==> config.mk <==
export PLATFORM = sky130hd
export DESIGN_NAME = sentence_player_flat
export DESIGN_NICKNAME = d
export VERILOG_FILES = /design/src/rtl/sentence_player_if.sv /design/src/rtl/sentence_player.sv /design/src/flat_wrapper.sv
export SDC_FILE = /design/constraint.sdc
export NUM_CORES = 1
export LEC_CHECK = 0
export ABC_AREA = 0
export BUFFER_PORTS_ARGS = -buffer_cell sky130_fd_sc_hd__buf_2
export CAP_MARGIN = 15
export CORE_UTILIZATION = 56
export CTS_CLUSTER_DIAMETER = 50
export DETAILED_ROUTE_END_ITERATION = 12
export HOLD_SLACK_MARGIN = 0.1
export PLACE_DENSITY = 0.77
export SYNTH_ARGS = -nofsm -noshare
export SYNTH_HDL_FRONTEND = slang
export SYNTH_SLANG_ARGS = --single-unit
export TNS_END_PERCENT = 10
==> constraint.sdc <==
create_clock -name clk -period 2.64 [get_ports clk]
set_input_delay 0.396 -clock clk [delete_from_list [all_inputs] [get_ports clk]]
set_output_delay 0.396 -clock clk [all_outputs]
set_load 0.01 [all_outputs]
==> src/rtl/sentence_player_if.sv <==
// Digit stream handshake between the sentence player and its consumer.
// The player offers one BCD digit plus its position; the consumer accepts with digit_ready.
interface sentence_player_if;
  logic [3:0] digit;
  logic [2:0] digit_idx;
  logic       digit_valid;
  logic       digit_ready;

  modport master (
    output digit,
    output digit_idx,
    output digit_valid,
    input  digit_ready
  );

  modport slave (
    input  digit,
    input  digit_idx,
    input  digit_valid,
    output digit_ready
  );
endinterface

==> src/rtl/sentence_player.sv <==
// Plays a captured HHMMSS BCD time out as six handshaked digits, optionally
// separated by GAP idle cycles; rejects out-of-range times with an error pulse.
module sentence_player #(
  parameter int unsigned GAP = 0
) (
  input  logic               clk,
  input  logic               reset_n,
  input  logic               start,
  input  logic               abort,
  input  logic [23:0]        sentence,
  output logic               busy,
  output logic               done,
  output logic               error,
  sentence_player_if.master  dig
);

  localparam int unsigned SENT_W  = 24;
  localparam int unsigned DIGIT_W = 4;
  localparam int unsigned IDX_W   = 3;
  localparam int unsigned CNT_W   = 8;
  localparam logic [IDX_W-1:0] LAST_IDX = IDX_W'(5);
  localparam logic [CNT_W-1:0] GAP_CNT  = CNT_W'(GAP);
  localparam bit               NO_GAP   = (GAP == 0);

  typedef enum logic [1:0] {
    ST_IDLE,
    ST_SEND,
    ST_GAP,
    ST_DONE
  } state_t;

  state_t              state_q, state_d;
  logic [SENT_W-1:0]   cap_q, cap_d;
  logic [DIGIT_W-1:0]  digit_q, digit_d;
  logic [IDX_W-1:0]    idx_q, idx_d;
  logic                valid_q, valid_d;
  logic                busy_q, busy_d;
  logic                done_q, done_d;
  logic                error_q, error_d;
  logic [CNT_W-1:0]    cnt_q, cnt_d;
  logic [IDX_W-1:0]    idx_inc;

  // A time is valid when every nibble is decimal and it reads as 00:00:00..24:59:59.
  function automatic logic sentence_ok(input logic [SENT_W-1:0] s);
    logic ok;
    ok = 1'b1;
    for (int i = 0; i < 6; i++) begin
      if (s[i*4 +: 4] > 4'd9) ok = 1'b0;
    end
    if (s[23:20] > 4'd2) ok = 1'b0;
    if ((s[23:20] == 4'd2) && (s[19:16] > 4'd4)) ok = 1'b0;
    if (s[15:12] > 4'd5) ok = 1'b0;
    if (s[7:4] > 4'd5) ok = 1'b0;
    return ok;
  endfunction

  function automatic logic [DIGIT_W-1:0] pick(input logic [SENT_W-1:0] s,
                                              input logic [IDX_W-1:0]  idx);
    case (idx)
      3'd0:    return s[23:20];
      3'd1:    return s[19:16];
      3'd2:    return s[15:12];
      3'd3:    return s[11:8];
      3'd4:    return s[7:4];
      default: return s[3:0];
    endcase
  endfunction

  assign idx_inc = IDX_W'(idx_q + IDX_W'(1));

  // Next-state and next-output logic; outputs are registered from these values.
  always_comb begin
    state_d = state_q;
    cap_d   = cap_q;
    digit_d = digit_q;
    idx_d   = idx_q;
    valid_d = valid_q;
    done_d  = 1'b0;
    error_d = 1'b0;
    cnt_d   = cnt_q;

    if (abort) begin
      state_d = ST_IDLE;
      valid_d = 1'b0;
    end else begin
      case (state_q)
        ST_IDLE: begin
          if (start) begin
            if (sentence_ok(sentence)) begin
              cap_d   = sentence;
              idx_d   = '0;
              digit_d = sentence[23:20];
              valid_d = 1'b1;
              state_d = ST_SEND;
            end else begin
              error_d = 1'b1;
            end
          end
        end
        ST_SEND: begin
          if (dig.digit_ready) begin
            if (idx_q >= LAST_IDX) begin
              valid_d = 1'b0;
              done_d  = 1'b1;
              state_d = ST_DONE;
            end else if (NO_GAP) begin
              idx_d   = idx_inc;
              digit_d = pick(cap_q, idx_inc);
            end else begin
              valid_d = 1'b0;
              cnt_d   = GAP_CNT;
              state_d = ST_GAP;
            end
          end
        end
        ST_GAP: begin
          // The last idle cycle is the one where the counter reads 1.
          if (cnt_q <= CNT_W'(1)) begin
            cnt_d   = '0;
            idx_d   = idx_inc;
            digit_d = pick(cap_q, idx_inc);
            valid_d = 1'b1;
            state_d = ST_SEND;
          end else begin
            cnt_d = CNT_W'(cnt_q - CNT_W'(1));
          end
        end
        ST_DONE: begin
          state_d = ST_IDLE;
        end
        default: begin
          state_d = ST_IDLE;
          valid_d = 1'b0;
        end
      endcase
    end

    busy_d = (state_d != ST_IDLE);
  end

  always_ff @(posedge clk or negedge reset_n) begin
    if (!reset_n) begin
      state_q <= ST_IDLE;
      cap_q   <= '0;
      digit_q <= '0;
      idx_q   <= '0;
      valid_q <= 1'b0;
      busy_q  <= 1'b0;
      done_q  <= 1'b0;
      error_q <= 1'b0;
      cnt_q   <= '0;
    end else begin
      state_q <= state_d;
      cap_q   <= cap_d;
      digit_q <= digit_d;
      idx_q   <= idx_d;
      valid_q <= valid_d;
      busy_q  <= busy_d;
      done_q  <= done_d;
      error_q <= error_d;
      cnt_q   <= cnt_d;
    end
  end

  assign dig.digit       = digit_q;
  assign dig.digit_idx   = idx_q;
  assign dig.digit_valid = valid_q;
  assign busy            = busy_q;
  assign done            = done_q;
  assign error           = error_q;

endmodule

==> src/flat_wrapper.sv <==
// flat-port wrapper written by rule: the top's interface ports become plain ports
module sentence_player_flat 
#(
  parameter int unsigned GAP = 0
)
  (clk, reset_n, start, abort, sentence, busy, done, error, dig_digit, dig_digit_idx, dig_digit_valid, dig_digit_ready);
  sentence_player_if dig_i ();
  input  logic clk;
  input  logic reset_n;
  input  logic start;
  input  logic abort;
  input  logic [23:0] sentence;
  output logic busy;
  output logic done;
  output logic error;
  output wire logic [$bits(dig_i.digit)-1:0] dig_digit;
  output wire logic [$bits(dig_i.digit_idx)-1:0] dig_digit_idx;
  output wire logic [$bits(dig_i.digit_valid)-1:0] dig_digit_valid;
  input wire logic [$bits(dig_i.digit_ready)-1:0] dig_digit_ready;
  assign dig_digit = dig_i.digit;
  assign dig_digit_idx = dig_i.digit_idx;
  assign dig_digit_valid = dig_i.digit_valid;
  assign dig_i.digit_ready = dig_digit_ready;
  sentence_player #(.GAP(GAP)) u_core (.clk(clk), .reset_n(reset_n), .start(start), .abort(abort), .sentence(sentence), .busy(busy), .done(done), .error(error), .dig(dig_i));
endmodule
==> results of run 1 <==
cell usage after synthesis, types with 2 or more instances:
cell      number  area share
nor2b_1        5       0.013
a21oi_1        6       0.013
a21o_1         3      0.0096
nand2_1        7       0.011
mux2_1         2      0.0096
a31oi_1        4       0.011
dfrtp_1       45        0.48
nor3_1         6       0.013
nor3_4         2       0.014
o22ai_1        2      0.0054
a22o_1         3       0.011
a221o_1        3       0.013
a211oi_1       3      0.0096
buf_6          3       0.014
o21ai_0        6       0.013
mux2_2        25        0.12
ha_1          12       0.064
or3_4          3       0.014
inv_1         14       0.022
nor2_1        12       0.019
nand3_1        3      0.0064
a222oi_1       2      0.0086
per-stage QoR:
stage                util  power [uW]
floorplan               -         847
CTS                 0.667        1370
global route        0.667        1430
global placement    0.643         921
detailed placement  0.643         928
finish              0.667        1360
path summary, 6_finish.rpt:
kind	startpoint	end	slack, ns	depth (start not counted)
min in group clk	sentence[4]	u_core.cap_q[4]$_DFFE_PN0P_	0.33	2
worst min register to register	u_core.cap_q[21]$_DFFE_PN0P_	u_core.cap_q[21]$_DFFE_PN0P_	0.50	1
worst max-delay path	u_core.dig.digit_idx[0]$_DFFE_PN0P_	u_core.dig.digit[1]$_DFFE_PN0P_	0.38	7
worst min-delay path	reset_n	u_core.dig.digit_idx[0]$_DFFE_PN0P_	0.26	1
worst max register to register	u_core.dig.digit_idx[0]$_DFFE_PN0P_	u_core.dig.digit[1]$_DFFE_PN0P_	0.38	7
max in group asynchronous	reset_n	u_core.cap_q[8]$_DFFE_PN0P_	1.77	1
state kept, by name, summed over array words and instances (netlist names):
name,flops
u_core.cap_q,24
u_core.cnt_q,8
u_core.dig.digit,4
u_core.dig.digit_idx,3
u_core.state_q,2
u_core.busy,1
u_core.dig.digit_valid,1
u_core.done,1
u_core.error,1
power by group:
part           internal, uW  leakage (uW)  switching (uW)  total [uW]
registers               712      0.000615            16.7         728
logic                  78.2      0.000718             110         188
clock network           212     0.0000512             231         443
layout make-up:
type,count,area [sq um]
Sequential cell,45,1130
Tap cell,50,62.6
Inverter,14,52.6
Multi-Input combinational cell,137,1120
Clock inverter,2,13.8
Fill cell,323,1330
Timing Repair Buffer,41,210
Clock buffer,6,82.6
cells by family after synthesis:
kind of cell	share of synthesized area
buf+inv	0.0386
mux	0.130
fa+ha+maj	0.0643
flops	0.482
compound gates	0.150
simple gates	0.135
placed cells by master (no fill, tap or decap), types with 3 or more instances in the layout:
cell / synthesis / final
a211oi_1: 3 / 3
a21o_1: 3 / 3
a21oi_1: 6 / 6
a221o_1: 3 / 3
a22o_1: 3 / 3
a31oi_1: 4 / 4
buf_2: 0 / 39
clkbuf_8: 0 / 6
dfrtp_1: 45 / 45
ha_1: 12 / 12
inv_1: 14 / 14
mux2_2: 25 / 25
nand2_1: 7 / 7
nand3_1: 3 / 3
nor2_1: 12 / 12
nor2b_1: 5 / 5
nor3_1: 6 / 6
o21ai_0: 6 / 6
or3_4: 3 / 3
worst max-delay path, stage by stage, from the launching register on:
cell     delay, ns
dfrtp_1       0.49
ha_1          0.27
ha_1          0.40
o31a_1        0.15
nor3_1        0.37
nand2_1       0.12
a32oi_1       0.22
mux2_2        0.18
metal layers:
metal  part of all wire  track usage  vias to the layer above  routed length (um)
met2               0.49        0.407                       51                2340
li1                   -            -                      830                   -
met4             0.0061       0.0718                        0                  29
met5                  0            0                        -                   0
met3              0.036       0.0565                        3                 174
met1               0.47        0.336                      854                2250
==> flow_metrics.tcl, run 1 <==
set metrics [dict create \
    outcome "completed" \
    dieArea_sq_um 4430 \
    fmax_mhz 443 \
    grt.overflow.total 0 \
    cp_max_fo 9 \
    drt_iter0_drc 109 \
    synth-async-reset-ratio 1.00 \
    ys.flop_type "dfrtp_1" \
    first_global_vias 1725 \
    cts_buffer_depth 2 \
    grt_pass1_wl_um 8140 \
    slew_headroom 0.341 \
    setup_ws_ns 0.385 \
    placed_area_sq_um 2570 \
    postSynthCellCount 200 \
    ys.warnings.count 0 \
    area_growth_pct 14.2 \
    layout-drive-gt1-share 0.363 \
    end_kind "flop" \
    cts.clk_slew.worst_paths_ns 0.08 \
    rows 23 \
    ant_nets 0 \
    finalHoldWorstSlack_ns 0.260 \
    route.detailed.drc 0 \
    crit_path_start_kind "flop" \
    start_util 0.584 \
    layout.cells.non_filler 295 \
    p_per_area_nw_per_um2 510 \
    postCtsResizedCells 0 \
    peakVddDrop_mv 0.365 \
    tritoncts.num_buffers 5 \
    boundaryPins 40 \
    slew_viol_final 0 \
    synth_seq_cells 45 \
    fin_area_sq_um 2670 \
    dp.cells 287 \
    clock-sinks 45 \
    n_antenna_cell 0 \
    synth.distinct_cells 51 \
    worstMarginPinSlew_ns 0.988 \
    io_buffers 39 \
    synth.avg_cell_area_sq_um 11.7 \
    synth_area_sq_um 2340 \
    via_count 1738 \
    dr.pass1.iters 4 \
    cellLeakagePower_uw 0.00138 \
    wl_per_cell_um 16.2 \
    insertion_delay_ns 0.30 \
    hold_viol 0 \
    crit_type "reg -> reg" \
    htree_levels 2 \
    layout.nets 285 \
    grt_max_degree 46 \
    synth_edf_count 0 \
    min_period_ns 2.26 \
    fin_skew_ns 0.0112 \
    viasPerCell 5.89 \
    worstPathRequired_ns 2.88 \
    wirelength_um 4790 \
    pre_cts_slack_ns 0.387 \
    synth.yosys.seq_area_share 0.482 \
    setup_viol 0 \
    hold_class "in -> async" \
    antenna_found_initial 0 \
    core_area_sq_um 4000 \
    syn-num-nets 241 \
    rsz0062_at_grt "no" \
    grt_usage 0.251 \
    cts_tree "yes" \
    place.gp.congestion 0.774 \
    post_cts_buffers 0 \
    fin_tns_setup_ns 0 \
    hold_buffers 0 \
    min_period_over_period 0.854 \
    crit_arrival_ns 2.49 \
    drv_cap 0 \
    die_h_um 66.6 \
    root_buffer "clkbuf_8" \
    die_w_um 66.6 \
    hpwl_um 3570 \
]
No activity file was read; power rests on OpenSTA's default activity.
==> inputs of run 2 (changes only) <==
--- a/config.mk
+++ b/config.mk
@@ -13,6 +13,7 @@
 export DETAILED_ROUTE_END_ITERATION = 12
 export HOLD_SLACK_MARGIN = 0.1
 export PLACE_DENSITY = 0.77
+export REMOVE_ABC_BUFFERS = 1
 export SYNTH_ARGS = -nofsm -noshare
 export SYNTH_HDL_FRONTEND = slang
 export SYNTH_SLANG_ARGS = --single-unit
==> run 2 against run 1 <==
Compared with the run above: sequential share of layout area shrank 0.43 points; wire length rose by 1.1%; combinational power is essentially flat; critical path depth unchanged; worst setup slack better by 0.040 ns; largest power group unchanged.
==> flow_metrics.tcl, run 2 (same netlist as run 1, synthesis figures left out) <==
set metrics [dict create \
    p_per_area_nw_per_um2 539 \
    layout_commonest_cell "dfrtp_1" \
    cpMaxStageDelayCell "or4_4" \
    layout-drive-gt1-share 0.362 \
    reg2reg_from "u_core.state_q[0]$_DFF_PN0_" \
    crit_path_start_kind "flop" \
    grt_usage 0.253 \
    ff2ff_path_depth 7 \
    grt_pass1_wl_um 8180 \
    worstMarginPinSlew_ns 0.992 \
    root_buffer "clkbuf_8" \
    tritoncts.num_buffers 5 \
    rows 23 \
    fin_tns_setup_ns 0 \
    postCtsResizedCells 0 \
    cts_buffer_depth 2 \
    drt_iter0_drc 149 \
    die_h_um 66.6 \
    cts.clk_slew.worst_paths_ns 0.08 \
    peakVddDrop_mv 0.338 \
    htree_levels 2 \
    drv_cap 0 \
    crit_type "reg -> reg" \
    cellLeakagePower_uw 0.00140 \
    rsz0062_at_grt "no" \
    antenna_found_initial 0 \
    worst-path-stages 7 \
    start_util 0.584 \
    io_buffers 39 \
    dr.pass1.iters 5 \
    cp_max_fo 5 \
    largest_register_ffs 24 \
    setup_ws_ns 0.424 \
    placed_area_sq_um 2580 \
    wl_met2_um 2410 \
    n_antenna_cell 0 \
    p_int_uw 1100 \
    fin_skew_ns 0.00513 \
    cts_tree "yes" \
    cp_slowest_stage_delay_ns 0.43 \
    post_cts_buffers 0 \
    cpLargestDelayFamily "simple AND/OR/NAND/NOR gates" \
    final_util 0.674 \
    final-seq-area_sq_um 1130 \
    switching_share 0.243 \
    crit_chain "inv_1 -> ha_1 -> nand2b_4 -> or4_4 -> or3_4 -> nor3_2 -> mux2_2" \
    slew_viol_final 0 \
    switching_power_uw 353 \
    area_growth_pct 15.4 \
    worstPathRequired_ns 2.83 \
    hold_viol 0 \
    layout.nets 286 \
    die_w_um 66.6 \
    mostFrequentLayoutCells "dfrtp_1 (45), buf_2 (39), mux2_2 (25), inv_1 (14)" \
    crit_arrival_ns 2.41 \
    route.detailed.drc 0 \
    grt_max_degree 46 \
    min_period_ns 2.22 \
    dieArea_sq_um 4430 \
    largest-register "u_core.cap_q" \
    crit_start "u_core.state_q[0]$_DFF_PN0_" \
    hold_class "in -> async" \
    min_period_over_period 0.839 \
    end_kind "flop" \
    hold_buffers 0 \
    combPwrFrac 0.128 \
    critPathBufInv 1 \
    clock-sinks 45 \
    hpwl_um 3530 \
    wl_met3_um 239 \
    via_count 1723 \
    place.gp.congestion 0.844 \
    fmax_mhz 451 \
    ant_nets 0 \
    clkPwrFrac 0.371 \
    setup_viol 0 \
    grt.overflow.total 0 \
    slew_headroom 0.339 \
    wirelength_um 4850 \
    viasPerCell 5.82 \
    m1WireLength_um 2090 \
    nFillCells 330 \
    pre_cts_slack_ns 0.436 \
    top_layer "met4" \
    core_area_sq_um 4000 \
    fin_area_sq_um 2700 \
    multi_input_area_sq_um 1120 \
    seqPwrFrac 0.501 \
    insertion_delay_ns 0.30 \
    outcome "completed" \
    first_global_vias 1705 \
    boundaryPins 40 \
    wl_per_cell_um 16.4 \
]
run 2: per-stage QoR:
stage          power (uW)  hold slack (ns)  std cells
2_1_floorplan         844            0.100        196
3_3_place_gp          923            0.473        288
3_5_place_dp          926            0.486        288
4_1_cts              1470            0.286        296
5_1_grt              1510            0.322        296
6_report             1450            0.248        296
run 2: final timing paths:
kind / to / slack [ns]
setup / recovery: u_core.cnt_q[7]$_DFFE_PN0P_ / 0.42
hold reg to reg: u_core.dig.digit[1]$_DFFE_PN0P_ / 0.51
hold / removal: u_core.done$_DFF_PN0_ / 0.25
setup reg to reg: u_core.cnt_q[7]$_DFFE_PN0P_ / 0.42
min in group clk: u_core.done$_DFF_PN0_ / 0.32
max in group asynchronous: u_core.dig.digit_idx[1]$_DFFE_PN0P_ / 1.77
run 2: worst register-to-register path: cells and delay by family (launching register included):
kind | cells | cell delay [ns]
flip-flops | 1 | 0.42
adder cells (fa/ha/maj) | 1 | 0.26
AND/OR/NAND/NOR | 4 | 0.99
buffers and inverters | 1 | 0.09
multiplexers | 1 | 0.34
run 2: power groups by stage:
stage	clock (uW)	sequential (uW)	combinational [uW]
3_3_place_gp	0	740	183
6_report	539	728	186
2_1_floorplan	0	743	101
5_1_grt	570	732	210
3_5_place_dp	0	742	185
4_1_cts	553	728	187
run 2: cell type report:
class	instances	share of cell area
clock inverter	1	0.0111
multi-input combinational	137	0.416
inverter	14	0.0195
sequential	45	0.418
timing repair buffer	42	0.0808
tap	50	0.0232
clock buffer	7	0.0320
run 2: routing by layer:
metal / global-route usage / vias up
met2: 0.423 / 59
met5: 0 / -
li1: - / 827
met3: 0.0377 / 9
met4: 0.114 / 0
met1: 0.322 / 828
==> inputs of run 3 (changes only) <==
==> constraint.sdc (replaced) <==
create_clock -name clk -period 2.14 [get_ports clk]
set_input_delay 0.321 -clock clk [delete_from_list [all_inputs] [get_ports clk]]
set_output_delay 0.321 -clock clk [all_outputs]
set_load 0.01 [all_outputs]
==> run 3 against run 2 <==
Compared with the run above: non-clock buffer count is 5 higher; combinational power is 31% higher; largest power group unchanged; die area stayed put; critical path depth stayed put; critical endpoint unchanged; cell count is 1.7% higher; sequential power is 23% higher.
==> flow_metrics.tcl, run 3 (same netlist as run 1, synthesis figures left out) <==
set metrics [dict create \
    outcome "completed" \
    hpwl_um 3670 \
    htree_levels 2 \
    area_growth_pct 17.2 \
    place.gp.congestion 0.872 \
    crit_chain "inv_1 -> ha_2 -> nand2b_4 -> or4_4 -> or3_4 -> nor3_2 -> mux2_2" \
    hold_viol 0 \
    wirelength_um 4810 \
    min_period_over_period 0.982 \
    clkPwrFrac 0.310 \
    whs_path_depth 2 \
    root_buffer "clkbuf_8" \
    cellLeakagePower_uw 0.00142 \
    via_count 1748 \
    grt_usage 0.253 \
    layout-drive-gt1-share 0.378 \
    cp_slowest_stage_delay_ns 0.43 \
    wl_per_cell_um 16.0 \
    switching_share 0.266 \
    cp_max_fo 5 \
    die_w_um 66.6 \
    fin_tns_setup_ns 0 \
    p_total_uw 1650 \
    route.detailed.drc 0 \
    ant_nets 0 \
    combPwrFrac 0.148 \
    end_kind "flop" \
    rsz0062_at_grt "yes" \
    cts_buffer_depth 2 \
    boundaryPins 40 \
    io_buffers 39 \
    worstMarginPinSlew_ns 0.519 \
    hold_class "in -> reg" \
    dieArea_sq_um 4430 \
    min_period_ns 2.10 \
    switching_power_uw 439 \
    pre_cts_slack_ns 0.0139 \
    viasPerCell 5.81 \
    seqPwrFrac 0.542 \
    crit_path_start_kind "flop" \
    core_area_sq_um 4000 \
    mostFrequentLayoutCells "dfrtp_1 (45), buf_2 (39), mux2_2 (25), inv_1 (14), nor2_1 (12)" \
    fin_skew_ns 0.00781 \
    final_util 0.685 \
    layout_commonest_cell "dfrtp_1" \
    post_cts_buffers 0 \
    largest-register "u_core.cap_q" \
    cts_tree "yes" \
    layout.nets 291 \
    gr-max-usage-layer "met2" \
    grt_max_degree 25 \
    die_h_um 66.6 \
    drt_iter0_drc 93 \
    p_int_uw 1210 \
    antenna_found_initial 0 \
    grtUsageMet1 0.316 \
    setup_ws_ns 0.0386 \
    cts.clk_slew.worst_paths_ns 0.09 \
    grt_pass1_wl_um 8180 \
    first_global_vias 1779 \
    insertion_delay_ns 0.30 \
    largest_register_ffs 24 \
    slew_headroom 0.654 \
    n_antenna_cell 0 \
    tritoncts.num_buffers 5 \
    use_met3 0.0668 \
    clock-sinks 45 \
    ff2ff_path_depth 7 \
    p_per_area_nw_per_um2 603 \
    crit_type "reg -> reg" \
    cpMaxStageDelayCell "or4_4" \
    crit_arrival_ns 2.29 \
    peakVddDrop_mv 0.458 \
    worstPathRequired_ns 2.33 \
    drv_cap 0 \
    start_util 0.584 \
    rows 23 \
    dr.pass1.iters 5 \
    slew_viol_final 0 \
    fmax_mhz 476 \
    grt.overflow.total 0 \
    setup_viol 0 \
    gr-usage-met2 0.400 \
]
## run 3: cell types whose count changed in the layout (fill, tap and decap cells not counted), sizes merged
cell / delta
clkbuf: -1
bufinv: -1
dlygate4sd3: +1
buf: +4
clkinv: +2
## run 3: layout make-up
cell class | instances | area, sq um
Clock buffer | 6 | 72.6
Multi-Input combinational cell | 137 | 1130
Sequential cell | 45 | 1130
Timing Repair Buffer | 47 | 283
Inverter | 14 | 52.6
Fill cell | 311 | 1260
Tap cell | 50 | 62.6
Clock inverter | 2 | 10.0
## run 3: repair_timing
item                                   in CTS  in global routing
hold buffers                                1                  0
setup endpoints to repair                   0                  5
resized for setup                           0                  3
endpoints found under the hold margin      22                  0
## run 3: per-layer routing
layer | vias up | part of all wire
li1 | 837 | -
met5 | - | 0
met2 | 61 | 0.49
met4 | 0 | 0.027
met1 | 838 | 0.43
met3 | 12 | 0.055
## run 3: critical path, delay by kind of cell (launching register included)
family | cells | cell delay [ns]
simple gates | 4 | 0.98
fa+ha+maj | 1 | 0.21
buf+inv | 1 | 0.08
mux | 1 | 0.34
flops | 1 | 0.38
## run 3: path summary, 6_finish.rpt
check / startpoint / endpoint / slack [ns]
min in group asynchronous: reset_n / u_core.state_q[1]$_DFF_PN0_ / 0.52
worst min register to register: u_core.cap_q[16]$_DFFE_PN0P_ / u_core.cap_q[16]$_DFFE_PN0P_ / 0.51
worst max-delay path: u_core.state_q[0]$_DFF_PN0_ / u_core.cnt_q[7]$_DFFE_PN0P_ / 0.04
worst max register to register: u_core.state_q[0]$_DFF_PN0_ / u_core.cnt_q[7]$_DFFE_PN0P_ / 0.04
max in group asynchronous: reset_n / u_core.cap_q[11]$_DFFE_PN0P_ / 1.12
worst min-delay path: sentence[4] / u_core.cap_q[4]$_DFFE_PN0P_ / 0.25
## run 3: power groups by stage
stage	combinational [uW]	clock, uW	sequential, uW
after floorplan	125	0	917
after global placement	236	0	913
after detailed placement	239	0	913
after CTS	241	523	896
after global routing	270	561	900
final	244	512	896
## run 3: stage by stage
stage               instance area (sq um)  instances  hold WS (ns)
floorplan                            2300        196        0.0254
global placement                     2630        292         0.333
detailed placement                   2630        292         0.326
CTS                                  2730        301         0.242
global route                         2740        301         0.247
finish                               2740        301         0.247
